$ cat config.mk
export PLATFORM = sky130hd
export DESIGN_NAME = byte_encode_stream
export DESIGN_NICKNAME = d
export VERILOG_FILES = /design/src/rtl/byte_encode_stream.sv
export SDC_FILE = /design/constraint.sdc
export NUM_CORES = 1
export LEC_CHECK = 0
export BUFFER_PORTS_ARGS = -buffer_cell sky130_fd_sc_hd__buf_2
export CORE_UTILIZATION = 60
export DETAILED_ROUTE_END_ITERATION = 10
export PLACE_DENSITY = 0.78
export SYNTH_ARGS = -nofsm -noshare
export SYNTH_HDL_FRONTEND = slang
export SYNTH_SLANG_ARGS = --single-unit
$ cat constraint.sdc
create_clock -name i_clk -period 5.6 [get_ports i_clk]
set_input_delay 0.28 -clock i_clk [delete_from_list [all_inputs] [get_ports i_clk]]
set_output_delay 0.28 -clock i_clk [all_outputs]
set_load 0.02 [all_outputs]
$ cat src/rtl/byte_encode_stream.sv
// Sequential ByteEncode_ELL: packs NUM_COEFFS ELL-bit coefficients into a little-endian
// byte stream through a small shift buffer, with valid/ready handshakes on both sides.
module byte_encode_stream #(
  parameter int unsigned ELL        = 12,
  parameter int unsigned NUM_COEFFS = 256,
  parameter int unsigned BYTE_COUNT = 32 * ELL,
  parameter int unsigned Q          = 3329
) (
  input  logic           i_clk,
  input  logic           i_rst,
  input  logic           i_start,
  input  logic           i_coeff_valid,
  output logic           o_coeff_ready,
  input  logic [ELL-1:0] i_coeff_data,
  output logic           o_byte_valid,
  input  logic           i_byte_ready,
  output logic [7:0]     o_byte_data,
  output logic           o_busy,
  output logic           o_done,
  output logic           o_err
);

  localparam int unsigned BufW  = ELL + 7;
  localparam int unsigned BcntW = $clog2(ELL + 8);
  localparam int unsigned CcntW = $clog2(NUM_COEFFS) + 1;
  localparam int unsigned OcntW = $clog2(BYTE_COUNT) + 1;

  typedef enum logic [1:0] {StIdle, StPack, StDone} state_e;

  state_e            r_state;
  logic [BufW-1:0]   r_buf;
  logic [BcntW-1:0]  r_bcnt;
  logic [CcntW-1:0]  r_ccnt;
  logic [OcntW-1:0]  r_ocnt;
  logic              r_busy;
  logic              r_done;
  logic              r_err;

  logic [BufW-1:0]   w_ext;
  logic [BufW-1:0]   w_shifted;
  logic              w_accept;
  logic              w_emit;
  logic              w_range_bad;
  logic              w_last_byte;

  // Ready only while fewer than 8 bits are buffered, valid only once 8 are: never both at once.
  assign o_coeff_ready = (r_state == StPack) && (r_bcnt < BcntW'(8)) &&
                         (r_ccnt < CcntW'(NUM_COEFFS));
  assign o_byte_valid  = (r_state == StPack) && (r_bcnt >= BcntW'(8));
  assign o_byte_data   = r_buf[7:0];
  assign o_busy        = r_busy;
  assign o_done        = r_done;
  assign o_err         = r_err;

  assign w_accept    = o_coeff_ready && i_coeff_valid;
  assign w_emit      = o_byte_valid && i_byte_ready;
  assign w_ext       = BufW'(i_coeff_data);
  assign w_shifted   = w_ext << r_bcnt;
  assign w_range_bad = (ELL == 12) && (32'(i_coeff_data) >= Q);
  assign w_last_byte = (r_ocnt == OcntW'(BYTE_COUNT - 1));

  always_ff @(posedge i_clk or posedge i_rst) begin
    if (i_rst) begin
      r_state <= StIdle;
      r_buf   <= '0;
      r_bcnt  <= '0;
      r_ccnt  <= '0;
      r_ocnt  <= '0;
      r_busy  <= 1'b0;
      r_done  <= 1'b0;
      r_err   <= 1'b0;
    end else begin
      case (r_state)
        StIdle: begin
          r_done <= 1'b0;
          if (i_start) begin
            r_state <= StPack;
            r_buf   <= '0;
            r_bcnt  <= '0;
            r_ccnt  <= '0;
            r_ocnt  <= '0;
            r_busy  <= 1'b1;
            r_err   <= 1'b0;
          end
        end
        StPack: begin
          if (w_accept) begin
            r_buf  <= r_buf | w_shifted;
            r_bcnt <= r_bcnt + BcntW'(ELL);
            r_ccnt <= r_ccnt + CcntW'(1);
            if (w_range_bad) begin
              r_err <= 1'b1;
            end
          end else if (w_emit) begin
            r_buf  <= r_buf >> 8;
            r_bcnt <= r_bcnt - BcntW'(8);
            r_ocnt <= r_ocnt + OcntW'(1);
            if (w_last_byte) begin
              r_state <= StDone;
              r_busy  <= 1'b0;
              r_done  <= 1'b1;
            end
          end
        end
        StDone: begin
          r_state <= StIdle;
          r_done  <= 1'b0;
        end
        default: begin
          r_state <= StIdle;
          r_busy  <= 1'b0;
          r_done  <= 1'b0;
        end
      endcase
    end
  end

endmodule

==> summary.txt, run 1 <==
RR Startpoint = r_bcnt[4]$_DFFE_PP0P_
Status = completed
First-pass GRT wire length = 10.0 mm
Drt total wl = 6.01 mm
# IOs = 30
Final worst slack = 3.00 ns
Synth cell types = 50
Placer Congestion = 0.882
Routed Antenna Nets = 0
Core Area = 4090 um^2
Initial antenna violation count = 0
Post-CTS setup buffers = 0
Post-synth EDFFs = 0
Gr usage total = 0.296
HP Class = primary input to async pin
PortBufs = 29
Wl on met1 = 2.97 mm
Vias in the first global route = 2088
Rows = 23
Root Buffer = clkbuf_8
Ratio of total power to cell area = 506 nW/um^2
Mapped Area = 2590 um^2
Filler cell count = 332
Hold Vio Cnt, Final = 0
Number of antenna diodes = 0
Final-report setup violation count = 0
Number of max-cap violations = 0
Clock Skew = 0.00516 ns
WL per Instance = 16.8 um
Setup crit start kind = flip-flop
Clk sinks = 46
Die Y = 67.8 um
Die W = 67.8 um
Max Slew Vio Count = 0
Share of layout cells above drive strength 1 = 0.143
CTS buffer count = 5
Pin count of the biggest net entering global routing = 47
Syn avg cell area = 8.89 um^2
Iter 0 DRT Violations = 197
Storage cell area = 1150 um^2
Die area = 4590 um^2
Drt drc = 0
Critical path class = flip-flop to flip-flop
Cts repair resizes = 0
Area Growth Syn to Fin = 7.81%
Peak supply drop = 0.297 mV
Max Clk Rate = 384 MHz
Endpoint type of the worst setup path = flip-flop
Multi-input gate area = 1290 um^2
Critical Path Fanout Max = 12
Starting Density = 0.635
Synthesis warning total = 0
Vias = 2221
Met3 WL = 304 um
Crit path DAT = 2.79 ns
Met2 routed WL = 2.67 mm
Min Tclk post-route = 2.60 ns
CTS H-Tree Depth = 2
Via/cell ratio = 6.20
Placement Setup Slack = 3.04 ns
Syn_nets = 314
Measured slew at the worst slew-check pin = 0.923 ns
Final Cycle Share = 0.465
Clk slew on worst S/H paths = 0.09 ns
Grt ovf = 0
CTS Hold Bufs = 0
Detailed Place HPWL = 4.14 mm
CTS max path bufs = 2
Clock Latency Late Sink = 0.30 ns
1st-pass router iterations = 4
Most common cell after layout, fill and taps aside = dfrtp_1
Mapped Cells = 292
Worst slew margin = 0.384
#FFs+latches synth = 46
CTS tree = done
Commonest cells after routing, fill and taps aside = dfrtp_1 (46), nor2_1 (32), buf_2 (29)
Ys async rst share = 1.00
Register area share after synthesis = 0.444
Worst Setup SP = r_bcnt[4]$_DFFE_PP0P_
Max layer used = met4
Nets = 329
Setup_tns = 0 ns
Synth Flop Type = dfrtp_1
RSZ-0062 raised after global routing = false
Worst Path Required = 5.78 ns
Static Leak = 1.24 nW
routing by layer:
metal	track usage	up-vias
met5	0	-
met4	0.0984	0
met3	0.0473	8
met2	0.446	74
met1	0.430	1053
li1	-	1086
sequential cells by signal (all words and copies together) (netlist names):
register / flops
o_done: 1
r_state: 2
o_busy: 1
r_ccnt: 9
o_err: 1
r_buf: 19
r_bcnt: 3
r_ocnt: 10
final cells by class:
| cell class | count | area share |
|---|---|---|
| Inverter | 8 | 0.0107 |
| Tap cell | 50 | 0.0224 |
| Clock inverter | 2 | 0.0134 |
| Sequential cell | 46 | 0.411 |
| Timing Repair Buffer | 30 | 0.0546 |
| Multi-Input combinational cell | 216 | 0.462 |
| Clock buffer | 6 | 0.0259 |
synth_stat cells (7+ instances only):
cell / count / area share
nand2_1: 20 / 0.029
a21oi_1: 21 / 0.041
clkbuf_1: 10 / 0.014
inv_1: 7 / 0.010
nor3_1: 14 / 0.027
a31oi_1: 8 / 0.019
nor2_1: 32 / 0.046
o21ai_0: 25 / 0.048
mux2i_1: 9 / 0.035
buf_4: 8 / 0.023
nand3_1: 18 / 0.035
dfrtp_1: 46 / 0.44
stage by stage:
step / area (um^2) / total power [mW] / hold WS (ns) / utilization / instances
floorplan: 2590 / 1.04 / 0.449 / - / 292
global placement: 2690 / 1.15 / 0.465 / 0.658 / 350
detailed placement: 2690 / 1.16 / 0.469 / 0.658 / 350
CTS: 2800 / 1.41 / 0.213 / 0.685 / 358
global route: 2800 / 1.52 / 0.280 / 0.685 / 358
finish: 2800 / 1.42 / 0.176 / 0.685 / 358
power breakdown:
part,switching (mW),internal (mW)
combinational,0.360,0.233
sequential,0.130,0.445
clock,0.115,0.133
cells by family (layout without fill, tap and decap cells):
kind of cell	after synthesis	in the layout	synth area share
AOI/OAI and AO/OA	82	82	0.198
xor gates and xnor gates	7	7	0.0236
adders and majority gates	5	5	0.0241
buffers and inverters	30	46	0.0588
DFF	46	46	0.444
muxes	10	10	0.0391
and+or+nand+nor	112	112	0.213
final timing paths:
kind                                         end  slack, ns  depth (start not counted)
max                         r_buf[6]$_DFFE_PP0P_       3.00                          7
min                        r_ccnt[6]$_DFFE_PP0P_       0.18                          2
max reg2reg                 r_buf[6]$_DFFE_PP0P_       3.00                          7
min reg2reg                r_ccnt[4]$_DFFE_PP0P_       0.48                          1
max in group asynchronous  r_buf[10]$_DFFE_PP0P_       4.85                          2
min in group i_clk             o_err$_DFFE_PP0P_       0.31                          3
critical path, cell delays in order, from the launching register on:
cell and delay [ns]:
dfrtp_1 0.51, inv_1 0.27, ha_1 0.34, nand3b_1 0.24, nor2_1 0.65, o21ai_0 0.23
a21oi_1 0.19, nor2_1 0.05
No activity file was read; power rests on OpenSTA's default activity.
==> run 2: changes to the inputs <==
- CORE_UTILIZATION: 60 -> 58
- PLACE_DENSITY: 0.78 -> 0.75
- clock period: 5.6 -> 2.6 ns (I/O delays scaled with it)
==> summary.txt, run 2 (same netlist as run 1, synthesis figures left out) <==
Commonest cells after routing, fill and taps aside = dfrtp_1 (46), nor2_1 (32), buf_2 (29)
Final-report setup violation count = 0 (unchanged)
Setup_tns = 0 ns (unchanged)
Post-CTS setup buffers = 0 (unchanged)
Core Area = 4140 um^2 (+1.4%)
Crit path DAT = 2.54 ns (-0.25 ns)
CTS Hold Bufs = 0 (unchanged)
Root Buffer = clkbuf_8
CTS tree = done
WL per Instance = 16.9 um (+1.0%)
Number of antenna diodes = 0 (unchanged)
Critical path class = flip-flop to flip-flop
Multi-input gate area = 1290 um^2 (unchanged)
Initial antenna violation count = 0 (unchanged)
Vias in the first global route = 2089 (+0.048%)
Setup crit start kind = flip-flop
Worst Path Required = 2.82 ns (-2.96 ns)
Rows = 23 (unchanged)
Number of max-cap violations = 0 (unchanged)
Routed Antenna Nets = 0 (unchanged)
Top Registers = r_buf (19), r_ocnt (10), r_ccnt (9)
HP Class = primary input to async pin
Most common cell after layout, fill and taps aside = dfrtp_1
Hold Vio Cnt, Final = 0 (unchanged)
Die area = 4750 um^2 (+3.3%)
Max reg flops = 19 (unchanged)
Clk slew on worst S/H paths = 0.08 ns (about the same)
CTS buffer count = 5 (unchanged)
Detailed Place HPWL = 4.34 mm (+4.6%)
Tot Pwr = 3.01 mW (+110%)
Critical Path Fanout Max = 14 (+2)
1st-pass router iterations = 4 (unchanged)
Starting Density = 0.626 (-0.00882)
Min Tclk post-route = 2.32 ns (-0.285 ns)
Clk sinks = 46 (unchanged)
Status = completed
Biggest register = r_buf
Iter 0 DRT Violations = 163 (-17%)
RSZ-0062 raised after global routing = false
Via/cell ratio = 6.19 (-0.23%)
Area Growth Syn to Fin = 8.78%
Dpl cells = 356 (+1.7%)
Max Slew Vio Count = 0 (unchanged)
Gr usage total = 0.287 (-0.00961)
Share of layout cells above drive strength 1 = 0.162 (+0.0196)
Vias = 2253 (+1.4%)
Max Clk Rate = 431 MHz (+12%)
Ratio of total power to cell area = 1070 nW/um^2 (+110%)
CTS H-Tree Depth = 2 (unchanged)
# IOs = 30 (unchanged)
Cts repair resizes = 0 (unchanged)
Clock Latency Late Sink = 0.31 ns (about the same)
Drt drc = 0 (unchanged)
Peak supply drop = 0.589 mV (+98%)
Filler cell count = 345 (+3.9%)
Grt ovf = 0 (unchanged)
Endpoint type of the worst setup path = flip-flop
Storage cell area = 1150 um^2 (unchanged)
Measured slew at the worst slew-check pin = 0.945 ns (+0.0224 ns)
Die Y = 68.9 um (+1.7%)
Die W = 68.9 um (+1.7%)
Pin count of the biggest net entering global routing = 47 (unchanged)
Placer Congestion = 0.944 (+6.9%)
Final Cycle Share = 0.892 (+0.427)
Fin cells = 364 (+1.7%)
Drt total wl = 6.17 mm (+2.7%)
Util after Layout = 0.681 (-0.00347)
CTS max path bufs = 2 (unchanged)
Clock Skew = 0.00697 ns (+0.00181 ns)
Nets = 335 (+1.8%)
Worst slew margin = 0.369 (-0.0150)
Static Leak = 1.26 nW (+1.7%)
First-pass GRT wire length = 9.76 mm (-2.5%)
PortBufs = 29 (unchanged)
==> run 2: path summary, 6_finish.rpt <==
path / start / to / slack (ns) / cells after the start
worst min register to register: r_ccnt[7]$_DFFE_PP0P_ / r_ccnt[7]$_DFFE_PP0P_ / 0.49 / 1
min in group i_clk: i_coeff_data[9] / o_err$_DFFE_PP0P_ / 0.17 / 3
worst max register to register: r_bcnt[3]$_DFFE_PP0P_ / r_ocnt[6]$_DFFE_PP0P_ / 0.28 / 6
max in group asynchronous: i_rst / r_ocnt[2]$_DFFE_PP0P_ / 1.98 / 2
worst min-delay path: i_rst / r_ocnt[3]$_DFFE_PP0P_ / 0.03 / 2
worst max-delay path: r_bcnt[3]$_DFFE_PP0P_ / r_ocnt[6]$_DFFE_PP0P_ / 0.28 / 6
==> run 2: through the flow <==
step	setup slack [ns]	hold WS [ns]	instance area [um^2]
2_1_floorplan	0.467	0.309	2590
3_3_place_gp	0.403	0.397	2730
3_5_place_dp	0.316	0.398	2730
4_1_cts	0.311	0.0697	2820
5_1_grt	0.165	0.134	2820
6_report	0.281	0.0324	2820
==> run 2: power by group <==
part,total (mW),switching [mW],internal [mW]
Combinational,1.38,0.836,0.544
Clock,0.438,0.249,0.189
Sequential,1.19,0.232,0.961
==> run 2: layout make-up <==
class	instances	area share
clock buffer	5	0.0244
clock inverter	3	0.00754
inverter	8	0.0106
multi-input combinational	216	0.457
sequential	46	0.408
tap	50	0.0222
timing repair buffer	36	0.0700
==> run 2: per-layer routing <==
metal	wire [um]	part of all wire	track usage
met1	2920	0.47	0.401
met2	2790	0.45	0.448
met3	365	0.059	0.0543
met4	90	0.015	0.0893
met5	0	0	0
==> run 2: worst max-delay path: stages, from the launching register on <==
cell	delay (ns)
dfrtp_1	0.59
clkinv_1	0.16
ha_1	0.31
o211a_4	0.19
or2_4	0.32
or4_1	0.51
a21oi_1	0.16
==> run 3: changes to the inputs <==
--- a/config.mk
+++ b/config.mk
@@ -7,4 +7,5 @@
 export LEC_CHECK = 0
 export BUFFER_PORTS_ARGS = -buffer_cell sky130_fd_sc_hd__buf_2
+export CORE_MARGIN = 4
 export CORE_UTILIZATION = 58
 export DETAILED_ROUTE_END_ITERATION = 10
==> constraint.sdc (replaced) <==
create_clock -name i_clk -period 2.6 [get_ports i_clk]
set_input_delay 0.39 -clock i_clk [delete_from_list [all_inputs] [get_ports i_clk]]
set_output_delay 0.39 -clock i_clk [all_outputs]
set_load 0.02 [all_outputs]
==> summary.txt, run 3 (same netlist as run 1, synthesis figures left out) <==
Status = completed
Measured slew at the worst slew-check pin = 0.724 ns (-0.221 ns)
Most frequent CP cell = a31oi_1
Hold Vio Cnt, Final = 0 (unchanged)
Final Cycle Share = 0.904 (+0.0124)
Most common cell after layout, fill and taps aside = dfrtp_1
CTS buffer count = 5 (unchanged)
# IOs = 30 (unchanged)
Share of layout cells above drive strength 1 = 0.162 (-0.000516)
Routed Antenna Nets = 0 (unchanged)
1st-pass router iterations = 5 (+1)
Starting Density = 0.596 (-0.0302)
Root Buffer = clkbuf_8
Critical path class = flip-flop to flip-flop
Gr usage total = 0.238 (-0.0488)
Vias in the first global route = 2114 (+1.2%)
Dpl cells = 359 (+0.84%)
Critical Path Fanout Max = 10 (-4)
Crit path depth = 7 (+1)
Crit path DAT = 2.58 ns (+0.04 ns)
Clock Skew = 0.00517 ns (-0.00180 ns)
Vias = 2287 (+1.5%)
Final-report setup violation count = 0 (unchanged)
PortBufs = 29 (unchanged)
Peak supply drop = 0.502 mV (-15%)
Setup crit start kind = flip-flop
Slowest cell on crit path = dfrtp_1
Drt drc = 0 (unchanged)
Post-CTS setup buffers = 0 (unchanged)
Detailed Place HPWL = 4.40 mm (+1.4%)
Via/cell ratio = 6.23 (+0.68%)
Worst path cell trace = clkinv_1 > ha_1 > a21bo_2 > a31oi_1 > buf_4 > a31oi_1 > nor2_1
Rows = 24 (+4.3%)
Nets = 336 (+0.30%)
RSZ-0062 raised after global routing = false
Ratio of total power to cell area = 1090 nW/um^2 (+2.3%)
Top Usage Layer GRT = met2
Met1 Use GR = 0.344 (-0.0568)
Core Area = 4350 um^2 (+5.1%)
CTS Hold Bufs = 0 (unchanged)
CTS H-Tree Depth = 2 (unchanged)
Max Clk Rate = 425 MHz (-1.4%)
Top Registers = r_buf (19), r_ocnt (10), r_ccnt (9)
Static Leak = 1.27 nW (+0.96%)
Setup_tns = 0 ns (unchanged)
CTS tree = done
Biggest register = r_buf
GR Util met3 = 0.0467 (-0.00755)
CTS max path bufs = 2 (unchanged)
Die W = 74.9 um (+8.7%)
First-pass GRT wire length = 10.2 mm (+4.3%)
Cts repair resizes = 0 (unchanged)
Worst Path Required = 2.83 ns (about the same)
Placer Congestion = 0.937 (-0.71%)
Clk sinks = 46 (unchanged)
Endpoint type of the worst setup path = flip-flop
Commonest cells after routing, fill and taps aside = dfrtp_1 (46), nor2_1 (32), buf_2 (29)
Grt ovf = 0 (unchanged)
WL per Instance = 16.9 um (about the same)
Critical Path Max Stage Delay = 0.60 ns (about the same)
HP Class = primary input to async pin
Min Tclk post-route = 2.35 ns (+0.0322 ns)
Die area = 5610 um^2 (+18%)
Pin count of the biggest net entering global routing = 25 (-47%)
Clk slew on worst S/H paths = 0.09 ns (about the same)
Iter 0 DRT Violations = 158 (-3.1%)
Max Slew Vio Count = 0 (unchanged)
Number of max-cap violations = 0 (unchanged)
Fin cells = 367 (+0.82%)
Worst Path Buf+Inv = 2 (+1)
Initial antenna violation count = 0 (unchanged)
Drt total wl = 6.22 mm (+0.76%)
Worst slew margin = 0.516 (+0.147)
Clock Latency Late Sink = 0.30 ns (about the same)
Crit path max-delay family = compound AO/OA/AOI/OAI gates
Number of antenna diodes = 0 (unchanged)
Die Y = 74.9 um (+8.7%)
Met2 Use GR = 0.358 (-0.0900)
Area Growth Syn to Fin = 9.93%
Max reg flops = 19 (unchanged)
Reg2Reg Depth = 7 (+1)
==> run 3: cell count changes in the layout (fill, tap and decap cells not counted) <==
cell / before / now
bufinv_16: 0 / 1
clkinv_2: 1 / 0
clkinv_4: 1 / 0
clkbuf_1: 0 / 1
buf_4: 7 / 8
==> run 3: final timing paths <==
| check | startpoint | end | slack, ns |
|---|---|---|---|
| setup / recovery | r_bcnt[3]$_DFFE_PP0P_ | r_buf[15]$_DFFE_PP0P_ | 0.25 |
| hold reg to reg | r_ccnt[4]$_DFFE_PP0P_ | r_ccnt[4]$_DFFE_PP0P_ | 0.48 |
| setup reg to reg | r_bcnt[3]$_DFFE_PP0P_ | r_buf[15]$_DFFE_PP0P_ | 0.25 |
| min in group i_clk | i_coeff_data[11] | o_err$_DFFE_PP0P_ | 0.41 |
| hold / removal | i_rst | r_ocnt[8]$_DFFE_PP0P_ | 0.09 |
| max in group asynchronous | i_rst | r_buf[1]$_DFFE_PP0P_ | 1.83 |
==> run 3: metal layers <==
metal / up-vias / share of wire
met2: 74 / 0.46
met1: 1105 / 0.45
li1: 1097 / -
met4: 0 / 0.014
met3: 11 / 0.072
met5: - / 0
==> run 3: power breakdown <==
group	switching (mW)	internal, mW	leakage (nW)	total [mW]
Clock	0.246	0.287	0.0514	0.533
Combinational	0.835	0.545	0.642	1.38
Sequential	0.238	0.961	0.579	1.20
Total	1.32	1.79	1.27	3.11
==> run 3: through the flow <==
| step | hold WS (ns) | power [mW] | utilization | cell area [um^2] | setup slack (ns) |
|---|---|---|---|---|---|
| 2_1_floorplan | 0.449 | 2.25 | - | 2590 | 0.467 |
| 3_3_place_gp | 0.440 | 2.53 | 0.630 | 2740 | 0.384 |
| 3_5_place_dp | 0.437 | 2.56 | 0.630 | 2740 | 0.306 |
| 4_1_cts | 0.104 | 3.10 | 0.655 | 2850 | 0.293 |
| 5_1_grt | 0.123 | 3.33 | 0.655 | 2850 | 0.124 |
| 6_report | 0.0858 | 3.11 | 0.655 | 2850 | 0.249 |
==> run 3: area by class of cell <==
cell class / instances / area [um^2]
sequential: 46 / 1150
multi-input combinational: 216 / 1290
timing repair buffer: 37 / 205
inverter: 8 / 30.0
clock inverter: 2 / 37.5
fill: 352 / 1500
tap: 52 / 65.1
clock buffer: 6 / 72.6
